<file path="config.mk">
export PLATFORM = sky130hd
export DESIGN_NAME = instruction_fetch_flat
export DESIGN_NICKNAME = d
export VERILOG_FILES = /design/src/rtl/instruction_fetch_if.sv /design/src/rtl/instruction_fetch.sv /design/src/flat_wrapper.sv
export SDC_FILE = /design/constraint.sdc
export NUM_CORES = 1
export LEC_CHECK = 0
export ABC_AREA = 1
export CORE_ASPECT_RATIO = 1.5
export CORE_MARGIN = 8
export CORE_UTILIZATION = 45
export DETAILED_ROUTE_END_ITERATION = 16
export PLACE_DENSITY = 0.77
export SLEW_MARGIN = 20
export SYNTH_ARGS = -nofsm -noshare
export SYNTH_HDL_FRONTEND = slang
export SYNTH_SLANG_ARGS = --single-unit
</file>
<file path="constraint.sdc">
create_clock -name clk -period 5.78 [get_ports clk]
set_input_delay 1.445 -clock clk [delete_from_list [all_inputs] [get_ports clk]]
set_output_delay 1.445 -clock clk [all_outputs]
set_load 0.02 [all_outputs]
</file>
<file path="src/rtl/instruction_fetch_if.sv">
// Fetch-stage bus bundle: instruction-memory port, redirect input and the
// decode-facing valid/ready queue head. The master side is the fetch stage.
interface instruction_fetch_if;
  logic [31:0] imem_addr;
  logic [31:0] imem_data;
  logic        redirect_valid;
  logic [31:0] redirect_target;
  logic        out_valid;
  logic        out_ready;
  logic [31:0] out_instr;
  logic [31:0] out_pc;
  logic [31:0] out_pc_plus4;
  logic        misalign_fault;

  modport master (
    output imem_addr,
    input  imem_data,
    input  redirect_valid,
    input  redirect_target,
    output out_valid,
    input  out_ready,
    output out_instr,
    output out_pc,
    output out_pc_plus4,
    output misalign_fault
  );

  modport slave (
    input  imem_addr,
    output imem_data,
    output redirect_valid,
    output redirect_target,
    input  out_valid,
    output out_ready,
    input  out_instr,
    input  out_pc,
    input  out_pc_plus4,
    input  misalign_fault
  );
endinterface

</file>
<file path="src/rtl/instruction_fetch.sv">
// MIPS fetch stage: owns the PC, captures {pc, word} into a FWFT queue for decode.
// Optional J-instruction predecode is enabled with `define FETCH_JUMP_PREDECODE_EN.
module instruction_fetch #(
  parameter logic [31:0] RESET_PC    = 32'd0,
  parameter int          QUEUE_DEPTH = 2
) (
  input  logic                  clk,
  input  logic                  rst_n,
  instruction_fetch_if.master   bus_io
);

  localparam int              PTR_W   = (QUEUE_DEPTH > 1) ? $clog2(QUEUE_DEPTH) : 1;
  localparam int              CNT_W   = PTR_W + 1;
  localparam logic [CNT_W-1:0] DEPTH_C = CNT_W'(QUEUE_DEPTH);

  // ---------------------------------------------------------------------------
  // State
  // ---------------------------------------------------------------------------
  logic [31:0]      pc_q,       pc_d;
  logic [CNT_W-1:0] count_q,    count_d;
  logic [PTR_W-1:0] rd_ptr_q,   rd_ptr_d;
  logic [PTR_W-1:0] wr_ptr_q,   wr_ptr_d;
  logic             misalign_q, misalign_d;

  logic [31:0] q_pc_q    [QUEUE_DEPTH];
  logic [31:0] q_instr_q [QUEUE_DEPTH];

  logic        out_valid;
  logic        pop;
  logic        push;
  logic [31:0] pc_plus4;
  logic [31:0] redirect_pc;

  assign out_valid   = (count_q != '0);
  assign pop         = out_valid & bus_io.out_ready;
  assign push        = !bus_io.redirect_valid && ((count_q < DEPTH_C) || pop);
  assign pc_plus4    = pc_q + 32'd4;
  assign redirect_pc = {bus_io.redirect_target[31:2], 2'b00};

`ifdef FETCH_JUMP_PREDECODE_EN
  logic        is_jump;
  logic [31:0] jump_pc;
  assign is_jump = (bus_io.imem_data[31:26] == 6'b000010);
  assign jump_pc = {pc_plus4[31:28], bus_io.imem_data[25:0], 2'b00};
`endif

  // ---------------------------------------------------------------------------
  // Next-state logic
  // ---------------------------------------------------------------------------
  // NOTE: every signal assigned in always_comb gets a default first, so no path
  // leaves it unassigned and no latch is inferred.
  always_comb begin
    pc_d       = pc_q;
    count_d    = count_q;
    rd_ptr_d   = rd_ptr_q;
    wr_ptr_d   = wr_ptr_q;
    misalign_d = misalign_q | (bus_io.redirect_valid & (|bus_io.redirect_target[1:0]));

    if (bus_io.redirect_valid) begin
      // A head popped this cycle was taken by decode; the flush drops the rest.
      pc_d     = redirect_pc;
      count_d  = '0;
      rd_ptr_d = '0;
      wr_ptr_d = '0;
    end else begin
      if (push) begin
        wr_ptr_d = wr_ptr_q + PTR_W'(1);
`ifdef FETCH_JUMP_PREDECODE_EN
        pc_d     = is_jump ? jump_pc : pc_plus4;
`else
        pc_d     = pc_plus4;
`endif
      end
      if (pop) begin
        rd_ptr_d = rd_ptr_q + PTR_W'(1);
      end
      unique case ({push, pop})
        2'b10:   count_d = count_q + CNT_W'(1);
        2'b01:   count_d = count_q - CNT_W'(1);
        default: count_d = count_q;
      endcase
    end
  end

  // ---------------------------------------------------------------------------
  // Registers
  // ---------------------------------------------------------------------------
  // NOTE: sequential state uses non-blocking assignments so every register
  // samples the pre-edge values regardless of statement order.
  always_ff @(posedge clk or negedge rst_n) begin
    if (!rst_n) begin
      pc_q       <= RESET_PC;
      count_q    <= '0;
      rd_ptr_q   <= '0;
      wr_ptr_q   <= '0;
      misalign_q <= 1'b0;
    end else begin
      pc_q       <= pc_d;
      count_q    <= count_d;
      rd_ptr_q   <= rd_ptr_d;
      wr_ptr_q   <= wr_ptr_d;
      misalign_q <= misalign_d;
    end
  end

  // NOTE: queue storage is deliberately not reset; entries are only observable
  // through out_valid, and the outputs are forced to zero while empty.
  always_ff @(posedge clk) begin
    if (push) begin
      q_pc_q[wr_ptr_q]    <= pc_q;
      q_instr_q[wr_ptr_q] <= bus_io.imem_data;
    end
  end

  // ---------------------------------------------------------------------------
  // Outputs
  // ---------------------------------------------------------------------------
  logic [31:0] head_pc;
  logic [31:0] head_instr;

  assign head_pc    = q_pc_q[rd_ptr_q];
  assign head_instr = q_instr_q[rd_ptr_q];

  assign bus_io.imem_addr      = pc_q;
  assign bus_io.out_valid      = out_valid;
  assign bus_io.out_pc         = out_valid ? head_pc : 32'd0;
  assign bus_io.out_instr      = out_valid ? head_instr : 32'd0;
  assign bus_io.out_pc_plus4   = out_valid ? (head_pc + 32'd4) : 32'd0;
  assign bus_io.misalign_fault = misalign_q;

endmodule

</file>
<file path="src/flat_wrapper.sv">
// flat-port wrapper written by rule: the top's interface ports become plain ports
module instruction_fetch_flat 
#(
  parameter logic [31:0] RESET_PC    = 32'd0,
  parameter int          QUEUE_DEPTH = 2
)
  (clk, rst_n, bus_io_imem_addr, bus_io_imem_data, bus_io_redirect_valid, bus_io_redirect_target, bus_io_out_valid, bus_io_out_ready, bus_io_out_instr, bus_io_out_pc, bus_io_out_pc_plus4, bus_io_misalign_fault);
  instruction_fetch_if bus_io_i ();
  input  logic clk;
  input  logic rst_n;
  output wire logic [$bits(bus_io_i.imem_addr)-1:0] bus_io_imem_addr;
  input wire logic [$bits(bus_io_i.imem_data)-1:0] bus_io_imem_data;
  input wire logic [$bits(bus_io_i.redirect_valid)-1:0] bus_io_redirect_valid;
  input wire logic [$bits(bus_io_i.redirect_target)-1:0] bus_io_redirect_target;
  output wire logic [$bits(bus_io_i.out_valid)-1:0] bus_io_out_valid;
  input wire logic [$bits(bus_io_i.out_ready)-1:0] bus_io_out_ready;
  output wire logic [$bits(bus_io_i.out_instr)-1:0] bus_io_out_instr;
  output wire logic [$bits(bus_io_i.out_pc)-1:0] bus_io_out_pc;
  output wire logic [$bits(bus_io_i.out_pc_plus4)-1:0] bus_io_out_pc_plus4;
  output wire logic [$bits(bus_io_i.misalign_fault)-1:0] bus_io_misalign_fault;
  assign bus_io_imem_addr = bus_io_i.imem_addr;
  assign bus_io_i.imem_data = bus_io_imem_data;
  assign bus_io_i.redirect_valid = bus_io_redirect_valid;
  assign bus_io_i.redirect_target = bus_io_redirect_target;
  assign bus_io_out_valid = bus_io_i.out_valid;
  assign bus_io_i.out_ready = bus_io_out_ready;
  assign bus_io_out_instr = bus_io_i.out_instr;
  assign bus_io_out_pc = bus_io_i.out_pc;
  assign bus_io_out_pc_plus4 = bus_io_i.out_pc_plus4;
  assign bus_io_misalign_fault = bus_io_i.misalign_fault;
  instruction_fetch #(.RESET_PC(RESET_PC), .QUEUE_DEPTH(QUEUE_DEPTH)) u_core (.clk(clk), .rst_n(rst_n), .bus_io(bus_io_i));
endmodule
</file>
# Yosys cells after proc, flatten, opt, wreduce, memory -nomap -nowiden
# Memories as Yosys holds them, arrays and structs flattened.
# Cells that the tools add are included.
# Widths: inputs -> output; s select.
[word_totals]
romBits = 0
latchBits = 0
inputBits = 68
ram_bits = 128
regBits = 37
n_memories = 2
[op_classes]
shift = 0
div = 0
eq_ne = 2
muxes = 13
n_bitwise = 3
n_mul = 0
reduce_logical = 8
magnitude_cmp = 1
add_sub_neg = 6
[mem_list]
columns = ["memory", "depth", "word_bits", "read_ports", "rd_ports_with_merged_regs", "write_ports", "line_no", "source"]
rows = [
  ["u_core.q_instr_q", 2, 32, 1, 0, 1, "instruction_fetch.sv:26", "logic [31:0] q_instr_q [QUEUE_DEPTH];"],
  ["u_core.q_pc_q", 2, 32, 1, 0, 1, "instruction_fetch.sv:25", "logic [31:0] q_pc_q [QUEUE_DEPTH];"],
]
[ops]
columns = ["operator", "count"]
rows = [
  ["$mux 32", 5],
  ["$add 32x3->32 const B", 2],
  ["$mux 1", 6],
  ["$reduce_bool 2->1", 3],
  ["$pmux 2 s2", 1],
  ["$reduce_bool 3->1", 1],
  ["$add 1x1->1 const B", 2],
  ["$add 2x1->2 const B", 1],
  ["$and 1x1->1", 2],
  ["$eq 2x1->1 const B", 1],
  ["$eq 2x2->1 const B", 1],
  ["$lt 2x2->1 const B", 1],
  ["$mux 2", 1],
  ["$reduce_or 2->1", 1],
  ["$sub 2x1->2 const B", 1],
  ["$logic_and 1x1->1", 1],
  ["$logic_not 1->1", 1],
  ["$logic_or 1x1->1", 1],
  ["$or 1x1->1", 1],
]

# Longest topological paths before layout
# Gate-level depths: netlist (run 1).
[logic_depth]
depth_word = 7
mapped_depth = 14

# Worst setup path after synthesis (run 1)
# No wires, ideal clock.
[synth_timing]
kind = "input -> register"
start = "input bus_io_redirect_valid"
end = "memory u_core.q_instr_q[0][0], enable pin"
cell_stages = 6
t_arrival_ns = 4.797
slack_ns = 0.500
n_path_buf = 3
setup_ns = 0.483
cell_sequence = "buf_2 -> inv_1 -> clkbuf_1 -> nand2_1 -> buf_2 -> nor2_1"
[synth_between]
elab_chain_len = 4
[synth_rtl]
columns = ["item", "line_no", "source"]
rows = [
  ["start: declaration", "flat_wrapper.sv:13", "input wire logic [$bits(bus_io_i.redirect_valid)-1:0] bus_io_redirect_valid;"],
  ["$logic_not 1->1", "instruction_fetch.sv:36", "assign push = !bus_io.redirect_valid && ((count_q < DEPTH_C) || pop);"],
  ["$logic_and 1x1->1", "instruction_fetch.sv:36", ""],
  ["$mux 1", "instruction_fetch.sv:109", "if (push) begin"],
  ["$mux 1 (not written as such)", "instruction_fetch.sv:111", "q_instr_q[wr_ptr_q] <= bus_io.imem_data;"],
  ["end: declaration", "instruction_fetch.sv:26", ""],
]
# No other way between the ends.

# Worst setup path after layout (run 1)
[layout_timing]
start = "register u_core.rd_ptr_q"
end = "output bus_io_out_pc_plus4[8]"
[layout_between]
elab_chain_len = 3
[layout_rtl]
columns = ["item", "line_no", "source"]
rows = [
  ["start: declaration", "instruction_fetch.sv:21", "logic [PTR_W-1:0] rd_ptr_q, rd_ptr_d;"],
  ["start signal: assignment", "instruction_fetch.sv:100", "rd_ptr_q <= rd_ptr_d;"],
  ["$mem_v2 2x32", "-", ""],
  ["$add 32x3->32", "instruction_fetch.sv:128", "assign bus_io.out_pc_plus4 = out_valid ? (head_pc + 32'd4) : 32'd0;"],
  ["$mux 32", "instruction_fetch.sv:128", ""],
  ["end: declaration", "flat_wrapper.sv:19", "output wire logic [$bits(bus_io_i.out_pc_plus4)-1:0] bus_io_out_pc_plus4;"],
]
# No other way between the ends.

==> PnR_summary.wiki, run 1 <==
{| class="wikitable"
! Metric !! Value
|-
| Net Sw Frac || between 30% and 40%
|-
| Biggest area contributors in the synthesized netlist || edfxtp_1, nand2_1, dfrtp_1, nor2_1, inv_1
|-
| DRT Pass-1 Iters || 7
|-
| Cell type with the highest occurrence count on the critical path || inv_1
|-
| Pwr per Cell Area || about 310 nW/um^2
|-
| Initial Utilization || between 40% and 50%
|-
| Overall track demand over capacity in global routing || about a fifth
|-
| Total Die Area || 23100 sq um
|-
| Async S/R FF share, synth || approximately 22%
|-
| Worst slack, placed || ~1.3 ns
|-
| Post-Route Skew || 0.00990 ns
|-
| Final net count || 1240
|-
| Fraction of the yosys area taken by sequential cells || around 55%
|-
| Commonest non-fill, non-tap cell in the layout || nand2_1
|-
| Fin cells || 1403
|-
| Number of placed instances, taps included || 1371
|-
| Sum of net half-perimeters after detailed placement || around 18 mm
|-
| FMAX || between 0.2 and 0.25 GHz
|-
| CP required || approximately 4.3 ns
|-
| Die span in x || around 130 microns
|-
| Via count of the routed design || approximately 7000
|-
| Top-level I/O count || 198
|-
| Clock buffer depth || 2
|-
| Critical path launch point type || flip-flop
|-
| PortBufs || about 190
|-
| Number of buffers inserted by post-CTS setup repair || 0
|-
| Leakage power of the design || around 4.4 nW
|-
| CTS H-Tree Depth || 4
|-
| Number of flip-flops and latches in the synthesized netlist || 159
|-
| Count of max-cap constraint violations || 0
|-
| Critical Path Fanout Max || 30
|-
| GP Congestion || 0.932
|-
| Growth of design area from synthesis to finish || 31.5%
|-
| Period minus WS final || about 5 ns
|-
| DRC violations left || 0
|-
| Post-detailed-route wirelength per cell || approximately 17 microns
|-
| CTS root buffer || clkbuf_16
|-
| Number of antenna violations at the first check in global routing || 0
|-
| Sink Count || 159
|-
| Worst Tran Pin Value || around 0.84 ns
|-
| Internal Dissipation || roughly 0.0023 W
|-
| Total length of routed wires || 24.2 mm
|-
| Vias/cell || roughly 5.1
|-
| Top_reg_cell synth || edfxtp_1
|-
| Number of global-route vias before repair || roughly 7200
|-
| Pin count of the biggest net entering global routing || between 70 and 80
|-
| Clock transition at the registers of the reported paths || ~0.070 ns
|-
| Unrepaired setup endpoints after global routing || false
|-
| Setup WS post-layout || between 0.8 and 0.9 ns
|-
| Total congestion overflow after global routing || 0
|-
| Portion of total power attributed to the clock network || ~32%
|-
| Largest area contributor in the netlist || edfxtp_1
|-
| Count of warnings emitted by yosys || 0
|-
| Leading cell types in the layout, fill and taps excluded || nand2_1, clkdlybuf4s50_1, edfxtp_1
|-
| Clock latency on the worst-skew pair || around 0.42 ns
|-
| Fin. max-slew vios || 0
|-
| Hold bufs inserted after CTS || 0
|-
| Utilization after layout || about three fifths
|-
| Detailed Route Iter0 Violations || 395
|-
| CP arrival || 3.50 ns
|-
| Switching component of the power || 0.00112 W
|-
| Number of buffers added by the clock tree synthesis step || 17
|-
| Final clock period utilization by the worst path || 85.5%
|-
| Post-route standard cell area excluding fillers || roughly 11000 sq um
|-
| Slowest CP cell || dfrtp_2
|-
| Result of the run || complete, no violations
|-
| Count of endpoints failing setup in the final report || 0
|-
| First-pass GRT wire length || 38.3 mm
|-
| Area inside the core boundary || 18300 sq um
|-
| Post-synth EDFFs || about 120
|-
| Floorplan row count || about 60
|-
| Area of the mapped netlist || a little over 8000 sq um
|-
| Dpl cell area || 10300 sq um
|-
| Remaining antenna violation count || 0
|-
| Worst VDD drop || ~0.17 mV
|-
| Final number of hold-violating endpoints || 0
|-
| Number of standard cells after synthesis || just under 1000
|-
| Tightest Hold Check Type || reg -> reg
|-
| Antenna Cells || 0
|-
| Overall die height || between 150 and 200 microns
|-
| Endpoint type of the worst setup path || output pin
|-
| Distinct cell type count of the synthesized netlist || 37
|-
| Post-cts repair resize count || 0
|-
| Sequence of cells on the critical path || o21ai_1, inv_1, ha_1, nand2_1, nor2_1, nand2_1, inv_1, o21ai_0, inv_1, clkdlybuf4s50_1
|-
| TritonCTS clock tree || done
|-
| Startpoint-to-endpoint class of the critical path || reg -> out
|-
| Normalized max-slew margin || 43.9%
|-
| Total Neg Setup Slack || 0 ns
|-
| Mean Syn Cell Area || 8.40 sq um
|-
| Share of final-layout standard cells stronger than drive strength 1 || a little under 8%
|-
| Sequential share of power || 42.5%
|-
| Combinational Power Share || between 20% and 30%
|-
| Worst setup slack for register-to-register paths || 2.69 ns
|-
| Largest stage delay on the critical path || slightly above 0.6 ns
|-
| Fraction of post-synthesis cell area in the top cell type by area || around 45%
|}
==> worst max-delay path, delay by kind of cell, from the launching register on <==
family                     cells  cell delay (ns)
and+or+nand+nor                3             0.31
adders and majority gates      1             0.25
AOI/OAI and AO/OA              2             0.94
DFF                            1             0.62
buffers and inverters          4             0.95
==> Yosys cell counts, types with 5 or more instances <==
cell / count
buf_1: 5
o211ai_1: 5
a21oi_1: 52
nor2_4: 5
nor3_1: 7
nand2_2: 22
inv_1: 88
nand4_1: 7
dfrtp_1: 35
nor2_2: 15
edfxtp_1: 124
buf_4: 10
nand2_1: 343
buf_2: 6
o22ai_1: 5
nor2_1: 117
clkbuf_1: 13
nand3_1: 57
o21bai_1: 9
inv_2: 5
o21ai_0: 28
==> power by group through the flow <==
| stage | sequential (W) | clock [W] | combinational (W) |
|---|---|---|---|
| floorplan | 0.00147 | 0 | 0.000461 |
| global placement | 0.00146 | 0 | 0.000860 |
| detailed placement | 0.00146 | 0 | 0.000866 |
| CTS | 0.00144 | 0.00110 | 0.000870 |
| global route | 0.00145 | 0.00115 | 0.000938 |
| finish | 0.00144 | 0.00108 | 0.000861 |
==> per-layer routing <==
layer  part of all wire, %  up-vias  track usage, %  routed length [microns]
li1                      -     3550               -                        -
met1                    38     3349            23.8                     9200
met2                    53      271            38.4                    12800
met3                   5.7       42            3.53                     1380
met4                   3.2        0            9.51                      778
met5                     0        -               0                        0
==> layout make-up <==
| class | instances | area, sq um |
|---|---|---|
| Clock inverter | 14 | 138 |
| Sequential cell | 159 | 4600 |
| Fill cell | 1614 | 7410 |
| Tap cell | 220 | 275 |
| Timing Repair Buffer | 198 | 1960 |
| Multi-Input combinational cell | 699 | 3140 |
| Clock buffer | 18 | 429 |
| Inverter | 95 | 362 |
==> path summary, 6_finish.rpt <==
kind	depth (start not counted)	startpoint	to
min in group asynchronous	2	rst_n	u_core.bus_io.imem_addr[23]
hold / removal	1	u_core.bus_io.misalign_fault	u_core.bus_io.misalign_fault
setup reg to reg	8	u_core.count_q[1]	u_core.q_instr_q[1][28]
setup / recovery	10	u_core.rd_ptr_q	bus_io_out_pc_plus4[8]
hold reg to reg	1	u_core.bus_io.misalign_fault	u_core.bus_io.misalign_fault
max in group asynchronous	2	rst_n	u_core.rd_ptr_q
==> metrics by stage <==
stage / hold WS (ns) / total power [W]
3_3_place_gp: 0.463 / 0.00232
6_report: 0.486 / 0.00338
4_1_cts: 0.489 / 0.00340
2_1_floorplan: 0.524 / 0.00193
3_5_place_dp: 0.469 / 0.00233
5_1_grt: 0.503 / 0.00354
==> registers in the layout, indices dropped and copies added, names as in the netlist <==
register and cells:
u_core.bus_io.imem_addr 30, u_core.count_q 2, u_core.q_pc_q 60, u_core.rd_ptr_q 1
u_core.wr_ptr_q 1, u_core.q_instr_q 64, u_core.bus_io.misalign_fault 1
==> logic make-up (layout without fill, tap and decap cells) <==
logic type / after synthesis / in the layout / share of synthesized area (%)
xor+xnor: 7 / 7 / 0.740
other cells: 1 / 6 / 0.0452
fa+ha+maj: 2 / 2 / 0.302
simple gates: 579 / 579 / 29.4
buf+inv: 134 / 325 / 7.17
compound gates: 105 / 105 / 6.90
flops: 159 / 159 / 55.5
No activity file was read; power rests on OpenSTA's default activity.
==> run 2, diff against run 1 <==
- SKIP_CTS_REPAIR_TIMING: not set -> 1
==> results of run 2 <==
The final DEF is identical to that of run 1; final timing and power are the same.
==> run 3, diff against run 2 <==
- CORE_UTILIZATION: 45 -> 52
- CTS_BUF_LIST: not set -> sky130_fd_sc_hd__clkbuf_4
- PLACE_DENSITY: 0.77 -> 0.87
==> PnR_summary.wiki, run 3 (synthesized netlist as in run 1, its figures left out) <==
{| class="wikitable"
! Metric !! Value
|-
| Result of the run || complete, no violations (unchanged)
|-
| Largest stage delay on the critical path || 0.84 ns (was 0.62 ns)
|-
| DRT Pass-1 Iters || 5 (was 7)
|-
| TritonCTS clock tree || done (unchanged)
|-
| Worst VDD drop || 0.143 mV (was 0.169 mV)
|-
| CP required || 4.34 ns (about the same)
|-
| PortBufs || 191 (unchanged)
|-
| First-pass GRT wire length || 36.3 mm (was 38.3 mm)
|-
| Detailed Route Iter0 Violations || 517 (was 395)
|-
| CTS H-Tree Depth || 4 (unchanged)
|-
| Startpoint-to-endpoint class of the critical path || reg -> out (unchanged)
|-
| Unrepaired setup endpoints after global routing || false (unchanged)
|-
| Area inside the core boundary || 15600 sq um (was 18300 sq um)
|-
| Sum of net half-perimeters after detailed placement || 17.2 mm (was 17.8 mm)
|-
| Clock latency on the worst-skew pair || 0.54 ns (was 0.42 ns)
|-
| Overall track demand over capacity in global routing || 22.7% (was 21.2%)
|-
| Number of placed instances, taps included || 1355 (was 1371)
|-
| Commonest non-fill, non-tap cell in the layout || nand2_1 (unchanged)
|-
| Dpl cell area || 10300 sq um (about the same)
|-
| Via count of the routed design || 7233 (was 7212)
|-
| Register ranked first by flip-flop count || u_core.q_instr_q (unchanged)
|-
| Final number of hold-violating endpoints || 0 (unchanged)
|-
| Count of max-cap constraint violations || 0 (unchanged)
|-
| Final net count || 1241 (was 1240)
|-
| Growth of design area from synthesis to finish || 27.7% (was 31.5%)
|-
| Total Die Area || 20300 sq um (was 23100 sq um)
|-
| Slowest CP cell || dfrtp_2 (unchanged)
|-
| DRC violations left || 0 (unchanged)
|-
| Cell type with the highest occurrence count on the critical path || nand2_1 (was inv_1)
|-
| Total length of routed wires || 22.8 mm (was 24.2 mm)
|-
| Top-level I/O count || 198 (unchanged)
|-
| Number of antenna violations at the first check in global routing || 1 (was 0)
|-
| Leading cell types in the layout, fill and taps excluded || nand2_1, clkdlybuf4s50_1, edfxtp_1 (unchanged)
|-
| Normalized max-slew margin || 45.5% (was 43.9%)
|-
| Number of flip-flops under the largest register name || 64 (unchanged)
|-
| Total Neg Setup Slack || 0 ns (unchanged)
|-
| Tightest Hold Check Type || reg -> reg (unchanged)
|-
| Post-detailed-route wirelength per cell || 16.5 microns (was 17.2 microns)
|-
| Pin count of the biggest net entering global routing || 77 (unchanged)
|-
| Number of buffers added by the clock tree synthesis step || 17 (unchanged)
|-
| Period minus WS final || 5.15 ns (was 4.94 ns)
|-
| GP Congestion || 0.918 (was 0.932)
|-
| Total congestion overflow after global routing || 0 (unchanged)
|-
| Clock buffer depth || 2 (unchanged)
|-
| Post-route standard cell area excluding fillers || 10600 sq um (was 10900 sq um)
|-
| Share of final-layout standard cells stronger than drive strength 1 || 7.85% (was 7.86%)
|-
| Final clock period utilization by the worst path || 89.2% (was 85.5%)
|-
| Worst Tran Pin Value || 0.818 ns (was 0.841 ns)
|-
| Leakage power of the design || 4.27 nW (was 4.40 nW)
|-
| CP arrival || 3.71 ns (was 3.50 ns)
|-
| Sink Count || 159 (unchanged)
|-
| CTS root buffer || clkbuf_4 (was clkbuf_16)
|-
| Floorplan row count || 56 (was 61)
|-
| Post-Route Skew || 0.0215 ns (was 0.00990 ns)
|-
| Remaining antenna violation count || 0 (unchanged)
|-
| Fin. max-slew vios || 0 (unchanged)
|-
| Fin cells || 1388 (was 1403)
|-
| Number of global-route vias before repair || 7242 (was 7179)
|-
| Pwr per Cell Area || 275 nW/um^2 (was 310 nW/um^2)
|-
| FMAX || 0.194 GHz (was 0.202 GHz)
|-
| Critical Path Fanout Max || 37 (was 30)
|-
| Endpoint type of the worst setup path || output pin (unchanged)
|-
| Initial Utilization || 53.1% (was 45.3%)
|-
| Utilization after layout || 67.7% (was 59.5%)
|-
| Count of endpoints failing setup in the final report || 0 (unchanged)
|-
| Vias/cell || 5.21 (was 5.14)
|-
| Die span in x || 119 microns (was 127 microns)
|-
| Critical path launch point type || flip-flop (unchanged)
|-
| Overall die height || 171 microns (was 182 microns)
|-
| Sequence of cells on the critical path || buf_4, nand2_1, nand2_2, ha_1, nand2_1, nor2_2, nand2_2, nor2_4, nand3_1, nand2_1, nand2_1, inv_1, clkdlybuf4s50_1 (was o21ai_1, inv_1, ha_1, nand2_1, nor2_1, nand2_1, inv_1, o21ai_0, inv_1, clkdlybuf4s50_1)
|-
| Clock transition at the registers of the reported paths || 0.14 ns (was 0.07 ns)
|}
[run 3: cell types whose count changed in the layout (fill, tap and decap cells not counted), sizes merged]
cell      delta
buf          +1
bufinv       +1
clkbuf       -1
clkinv       +2
clkinvlp     +1
diode        +1
inv          -3
[run 3: per-layer routing]
| metal | global-route usage [%] | wire [microns] |
|---|---|---|
| met5 | 0 | 0 |
| met4 | 13.0 | 1110 |
| met3 | 4.82 | 1350 |
| met2 | 40.8 | 11900 |
| met1 | 24.1 | 8510 |
[run 3: area by class of cell]
| type | instances | area, sq um |
|---|---|---|
| Fill cell | 1252 | 5040 |
| Clock buffer | 17 | 128 |
| Multi-Input combinational cell | 699 | 3140 |
| Timing Repair Buffer | 199 | 1970 |
| Inverter | 95 | 362 |
| Tap cell | 203 | 254 |
| Antenna cell | 1 | 2.50 |
| Sequential cell | 159 | 4600 |
| Clock inverter | 15 | 131 |
[run 3: power by group]
part / internal, W / switching, W / leakage (nW)
clock network: 0.000218 / 0.000406 / 0.137
registers: 0.00135 / 0.0000872 / 1.58
logic: 0.000335 / 0.000519 / 2.56
[run 3: per-stage QoR]
step	setup WS, ns	power [W]	hold slack [ns]
final	0.626	0.00291	0.495
after global routing	0.301	0.00305	0.526
after CTS	0.580	0.00293	0.502
after detailed placement	1.20	0.00232	0.461
after global placement	1.24	0.00231	0.465
after floorplan	0.500	0.00193	0.524
[run 3: critical path: cells and delay by family, from the launching register on]
kind | cells | cell delay, ns
buffers and inverters | 3 | 1.12
and+or+nand+nor | 9 | 1.02
adders and majority gates | 1 | 0.17
DFF | 1 | 0.84
[run 3: path summary, 6_finish.rpt]
kind	from	end	slack (ns)	cells past startpoint
max reg2reg	u_core.count_q[1]	u_core.q_instr_q[0][14]	2.81	8
max	u_core.rd_ptr_q	bus_io_out_pc_plus4[20]	0.63	13
min in group asynchronous	rst_n	u_core.bus_io.imem_addr[31]	1.30	2
max in group asynchronous	rst_n	u_core.rd_ptr_q	4.09	2
min reg2reg	u_core.bus_io.misalign_fault	u_core.bus_io.misalign_fault	0.50	1
min	u_core.bus_io.misalign_fault	u_core.bus_io.misalign_fault	0.50	1
